`src/rtl/if_id_imm_stage.sv`:
```
// IF/ID pipeline stage with one-entry skid buffer and registered 64-bit immediate decode.
// Optional feature macro: IF_ID_BYTE_OFFSET_EN (branch immediates become byte offsets).
module if_id_imm_stage #(
   parameter int          PC_WIDTH  = 64,
   parameter logic [31:0] NOP_INSTR = 32'h8B1F03FF
) (
   input  logic                clk,
   input  logic                reset_n,
   input  logic                in_valid,
   output logic                in_ready,
   input  logic [31:0]         instr_in,
   input  logic [PC_WIDTH-1:0] pc_in,
   input  logic                flush,
   output logic                out_valid,
   input  logic                out_ready,
   output logic [31:0]         instr_out,
   output logic [PC_WIDTH-1:0] pc_out,
   output logic [2:0]          imm_kind,
   output logic [63:0]         imm_out
);

   localparam logic [2:0] KIND_NONE   = 3'd0;
   localparam logic [2:0] KIND_ALU12  = 3'd1;
   localparam logic [2:0] KIND_DADDR9 = 3'd2;
   localparam logic [2:0] KIND_BR26   = 3'd3;
   localparam logic [2:0] KIND_CBR19  = 3'd4;
   localparam logic [2:0] KIND_SHAMT6 = 3'd5;

   typedef enum logic [1:0] {
      EMPTY = 2'd0,
      ONE   = 2'd1,
      FULL  = 2'd2
   } state_t;

   typedef struct packed {
      logic [2:0]  kind;
      logic [63:0] imm;
   } imm_t;

   // First matching rule wins; signed fields sign-extend, unsigned fields zero-extend.
   function automatic imm_t decode_imm(input logic [31:0] ins);
      imm_t r;
      r.kind = KIND_NONE;
      r.imm  = 64'd0;
      if (ins[31:26] == 6'b000101 || ins[31:26] == 6'b100101) begin
         r.kind = KIND_BR26;
`ifdef IF_ID_BYTE_OFFSET_EN
         r.imm  = {{36{ins[25]}}, ins[25:0], 2'b00};
`else
         r.imm  = {{38{ins[25]}}, ins[25:0]};
`endif
      end else if (ins[31:24] == 8'b10110100 || ins[31:24] == 8'b10110101 ||
                   ins[31:24] == 8'b01010100) begin
         r.kind = KIND_CBR19;
`ifdef IF_ID_BYTE_OFFSET_EN
         r.imm  = {{43{ins[23]}}, ins[23:5], 2'b00};
`else
         r.imm  = {{45{ins[23]}}, ins[23:5]};
`endif
      end else if (ins[31:21] == 11'b11111000010 || ins[31:21] == 11'b11111000000) begin
         r.kind = KIND_DADDR9;
         r.imm  = {{55{ins[20]}}, ins[20:12]};
      end else if (ins[31:22] == 10'b1001000100 || ins[31:22] == 10'b1101000100) begin
         r.kind = KIND_ALU12;
         r.imm  = {52'd0, ins[21:10]};
      end else if (ins[31:21] == 11'b11010011011 || ins[31:21] == 11'b11010011010) begin
         r.kind = KIND_SHAMT6;
         r.imm  = {58'd0, ins[15:10]};
      end else begin
         r.kind = KIND_NONE;
         r.imm  = 64'd0;
      end
      return r;
   endfunction

   state_t              state;
   state_t              state_next;
   imm_t                dec;
   logic                load_or_in;
   logic                load_or_sk;
   logic                load_sk;
   logic                clear_or;

   logic [31:0]         sk_instr;
   logic [PC_WIDTH-1:0] sk_pc;
   logic [2:0]          sk_kind;
   logic [63:0]         sk_imm;

   assign dec = decode_imm(instr_in);

   // State register.
   always_ff @(posedge clk or negedge reset_n) begin
      if (!reset_n) begin
         state <= EMPTY;
      end else begin
         state <= state_next;
      end
   end

   // Next-state logic; flush overrides every transfer.
   always_comb begin
      state_next = state;
      if (flush) begin
         state_next = EMPTY;
      end else begin
         case (state)
            EMPTY: begin
               if (in_valid) state_next = ONE;
               else          state_next = EMPTY;
            end
            ONE: begin
               if (in_valid && !out_ready)      state_next = FULL;
               else if (!in_valid && out_ready) state_next = EMPTY;
               else                             state_next = ONE;
            end
            FULL: begin
               if (out_ready) state_next = ONE;
               else           state_next = FULL;
            end
            default: state_next = EMPTY;
         endcase
      end
   end

   // Handshake outputs and datapath load enables.
   always_comb begin
      in_ready   = (state != FULL);
      out_valid  = (state == ONE) || (state == FULL);
      load_or_in = 1'b0;
      load_or_sk = 1'b0;
      load_sk    = 1'b0;
      clear_or   = 1'b0;
      if (flush) begin
         clear_or = 1'b1;
      end else begin
         case (state)
            EMPTY: begin
               load_or_in = in_valid;
            end
            ONE: begin
               if (in_valid && out_ready) load_or_in = 1'b1;
               else if (in_valid)         load_sk    = 1'b1;
               else if (out_ready)        clear_or   = 1'b1;
               else                       clear_or   = 1'b0;
            end
            FULL: begin
               load_or_sk = out_ready;
            end
            default: begin
               clear_or = 1'b1;
            end
         endcase
      end
   end

   // Output register; an invalid entry shows NOP with a zero immediate, PC is held.
   always_ff @(posedge clk or negedge reset_n) begin
      if (!reset_n) begin
         instr_out <= NOP_INSTR;
         pc_out    <= '0;
         imm_kind  <= KIND_NONE;
         imm_out   <= 64'd0;
      end else if (load_or_in) begin
         instr_out <= instr_in;
         pc_out    <= pc_in;
         imm_kind  <= dec.kind;
         imm_out   <= dec.imm;
      end else if (load_or_sk) begin
         instr_out <= sk_instr;
         pc_out    <= sk_pc;
         imm_kind  <= sk_kind;
         imm_out   <= sk_imm;
      end else if (clear_or) begin
         instr_out <= NOP_INSTR;
         imm_kind  <= KIND_NONE;
         imm_out   <= 64'd0;
      end
   end

   // Skid register; its occupancy is tracked by the FULL state.
   always_ff @(posedge clk or negedge reset_n) begin
      if (!reset_n) begin
         sk_instr <= 32'd0;
         sk_pc    <= '0;
         sk_kind  <= KIND_NONE;
         sk_imm   <= 64'd0;
      end else if (load_sk) begin
         sk_instr <= instr_in;
         sk_pc    <= pc_in;
         sk_kind  <= dec.kind;
         sk_imm   <= dec.imm;
      end
   end

endmodule

```
`config.mk`:
```
export PLATFORM = sky130hd
export DESIGN_NAME = if_id_imm_stage
export DESIGN_NICKNAME = d
export VERILOG_FILES = /design/src/rtl/if_id_imm_stage.sv
export SDC_FILE = /design/constraint.sdc
export NUM_CORES = 1
export LEC_CHECK = 0
export ABC_CLOCK_PERIOD_IN_PS = 1920
export BUFFER_PORTS_ARGS = -buffer_cell sky130_fd_sc_hd__buf_2
export CAP_MARGIN = 10
export CORE_MARGIN = 5
export CORE_UTILIZATION = 35
export CTS_BUF_LIST = sky130_fd_sc_hd__clkbuf_4 sky130_fd_sc_hd__clkbuf_8 sky130_fd_sc_hd__clkbuf_16
export CTS_CLUSTER_DIAMETER = 50
export DETAILED_ROUTE_END_ITERATION = 12
export PLACE_DENSITY = 0.64
export RECOVER_POWER = 50
export SYNTH_ARGS = -nofsm -noshare
export SYNTH_HDL_FRONTEND = slang
export SYNTH_SLANG_ARGS = --single-unit
```
`constraint.sdc`:
```
create_clock -name clk -period 1.92 [get_ports clk]
set_clock_uncertainty 0.15 [all_clocks]
set_input_delay 0.48 -clock clk [delete_from_list [all_inputs] [get_ports clk]]
set_output_delay 0.48 -clock clk [all_outputs]
set_load 0.1 [all_outputs]
```
==> run summary <==
Maximum VDD drop: 0.0007536 V
Vias in the first global route: 10000
Sequential cell area: 0.006336 mm²
WL final: 42.50 mm
Final WS setup: -0.2723 ns
Rel. slew slack: 42.50%
#FFs+latches synth: 252
Most instantiated library cell after synthesis: dfrtp_1
ANT cells: 0
Via density per instance: 5.665
Setup TNS: -50.77 ns
Nets@finish: 1403
Mapped cell area: 0.01093 mm²
ANT nets after route: 0
Met1 Track Usage GR: 27.12%
CP max FO: 9
Layout area overhead: 70.95%
Compound-gate portion of the synthesized area: 18.00%
LEAKAGE: 9.062 nW
Multi-input logic area: 0.004865 mm²
Post-synthesis mux area share: 9.683%
WL/cell: 24.81 µm
DRC viols: 0
Sw Pwr: 0.007132 W
CORE AREA: 0.03075 mm²
Post-DP HPWL: 22.50 mm
Syn_area_per_cell: 11.96 µm²
Pre-antenna DRT Iters: 9
Clk buf depth: 3
Status: finished, violations left
Clock Pin Slew Worst Setup and Hold Paths: 0.06 ns
Asr flop ratio synth: 100.0%
Met2 usage: 36.37%
Yosys top cell area share: 53.34%
Post-route cell area: 0.01869 mm²
Die Y: 186.7 µm
Fmax: 0.4561 GHz
Min-delay worst type: in2reg
Number of library cell types mapped by synthesis: 52
Num ports: 266
Vias: 9705
Cells after Synth: 914
Crit end category: register
Chip Width: 186.7 µm
First-pass GRT wire length: 60.29 mm
CTS Root Cell: clkbuf_16
Worst EP required: 2.19 ns
Largest family of logic cells by synthesized area: compound AO/OA/AOI/OAI gates
Register area share after synthesis: 57.90%
Layout cell share with drive strength beyond 1: 57.56%
Cell taking the most area after synthesis: dfrtp_1
Starting Density: 35.55%
Unrepaired setup endpoints after global routing: true
Hold Fails Final Rpt: 0
Clk pwr share: 31.0%
Ys Warns: 0
Antenna violations before repair: 2
Fillers: 2259
Main synth FF type: dfrtp_1
EDFF count, synth: 0
Crit path kind: reg2reg
Simple-gate portion of the synthesized area: 5.288%
Cell-internal power: 0.01228 W
Combinational Power Share: 32.8%
Top cells by area, synth: dfrtp_1 53%, mux2_2 9.7%, a222oi_1 7.1%
XOR/XNOR share of the synthesized area: 0%
Fin. max-slew vios: 0
Total track usage: 21.52%
WP data arrival: 2.46 ns
Switching fraction of total power: 36.73%
CP startpoint kind: register
DP Area: 0.01414 mm²
Buffers on Ports: 265
Pwr Density: 1039 mW/mm²
Final setup viols: 296
FP Rows: 64
Synth Area in Adders: 0.9156%
Power share of the sequential group: 36.2%
Max cap viols: 0
Grt met3 use: 5.064%
TritonCTS clock tree: yes
Minimum clock period: 2.192 ns
Grt peak-use layer: met2
Most common library cells after synthesis: 233 x dfrtp_1, 94 x mux2_2, 84 x inv_1, 78 x a222oi_1, 59 x nor2_1
Num CTS Buffers: 29
Placer Congestion: 0.8490
GR Overflow Total: 0
Clk_lat worst skew: 0.55 ns
Largest net degree at the start of global routing: 67
Slew @ Worst Pin: 0.8625 ns
# H-tree levels: 1
Failing checks: setup timing
Die ar.: 0.03487 mm²
Tcrit/Tclk final: 114.2%
Iter 0 DRT Violations: 968
Clock Sink Count: 252
Hold Slack: 0.02753 ns
Syn Nets: 1023
-- layer usage --
metal	part of all wire, %	vias to the layer above
li1	-	4146
met1	39	5000
met2	50	458
met3	7.5	97
met4	3.5	4
met5	0.049	-
-- final cells by class --
class	count	area share [%]
clock inverter	14	1.085
inverter	84	1.701
multi-input combinational	473	26.03
timing repair buffer	454	30.07
sequential	252	33.90
clock buffer	40	4.559
tap	396	2.651
-- registers in the layout, summed over array words and instances, names as in the netlist --
register   count
pc_out        64
sk_instr      32
sk_imm        26
sk_pc         64
imm_out       26
instr_out     32
state          2
sk_kind        3
imm_kind       3
-- metrics by stage --
step | total power (W) | setup slack (ns) | utilization [%] | cells
floorplan | 0.01069 | -0.06684 | - | 914
global placement | 0.01189 | -0.2491 | 45.99 | 1559
detailed placement | 0.01201 | -0.2816 | 45.99 | 1559
CTS | 0.01883 | -0.2542 | 57.13 | 1680
global route | 0.02001 | -0.3443 | 60.77 | 1713
finish | 0.01942 | -0.2723 | 60.77 | 1713
-- path summary, 6_finish.rpt --
check | start | endpoint | slack [ns] | cells past startpoint
worst max-delay path | state[1] | instr_out[15] | -0.27 | 7
max in group asynchronous | reset_n | instr_out[4] | 0.17 | 3
min in group asynchronous | reset_n | sk_pc[63] | 0.43 | 2
worst max register to register | state[1] | instr_out[15] | -0.27 | 7
worst min-delay path | pc_in[38] | pc_out[38] | 0.03 | 3
worst min register to register | sk_pc[53] | pc_out[53] | 0.33 | 2
-- kinds of logic after synthesis --
| logic type | count (synthesis) |
|---|---|
| flops | 252 |
| compound gates | 248 |
| buf+inv | 190 |
| simple gates | 122 |
| mux | 94 |
| fa+ha+maj | 8 |
-- worst max-delay path, stage by stage (launching register included) --
cell      delay [ns]
dfrtp_2         0.45
ha_4            0.18
buf_6           0.12
or3_4           0.38
and4_4          0.21
buf_12          0.16
a222oi_1        0.30
inv_1           0.10
-- power groups by stage --
stage	combinational, W	clock, W	sequential, W
final	0.00636	0.00602	0.00703
after global routing	0.00657	0.00632	0.00712
after CTS	0.00587	0.00606	0.00690
after detailed placement	0.00508	0	0.00693
after global placement	0.00501	0	0.00688
after floorplan	0.00130	0	0.00940
-- repair_timing --
action                                 in CTS  in global routing
setup buffers                              25                 29
cloned                                     41                 17
setup endpoints to repair                 289                301
resized for setup                         294                207
pin swaps                                  74                 61
endpoints found under the hold margin     151                  0
hold buffers                                1                  0
-- placed cells by master (no fill, tap or decap), drive strengths merged, types with 2 or more instances in the layout --
master,n
clkinvlp,3
o211ai,3
nand2,38
mux2,94
a22oi,22
and4bb,2
and3,3
nand3b,2
or3,3
clkbuf,59
o21ai,34
o2111ai,4
and3b,2
a31oi,2
dfrtp,233
a21o,9
o21a,8
clkinv,4
o22a,2
o22ai,19
bufbuf,3
bufinv,4
a21oi,26
a211oi,6
ha,8
inv,87
dfstp,19
buf,431
a22o,4
a221oi,9
nand4,3
o311ai,4
a222oi,78
o31ai,14
nor3,4
nor2,59
(Power assumes the default switching activity.)
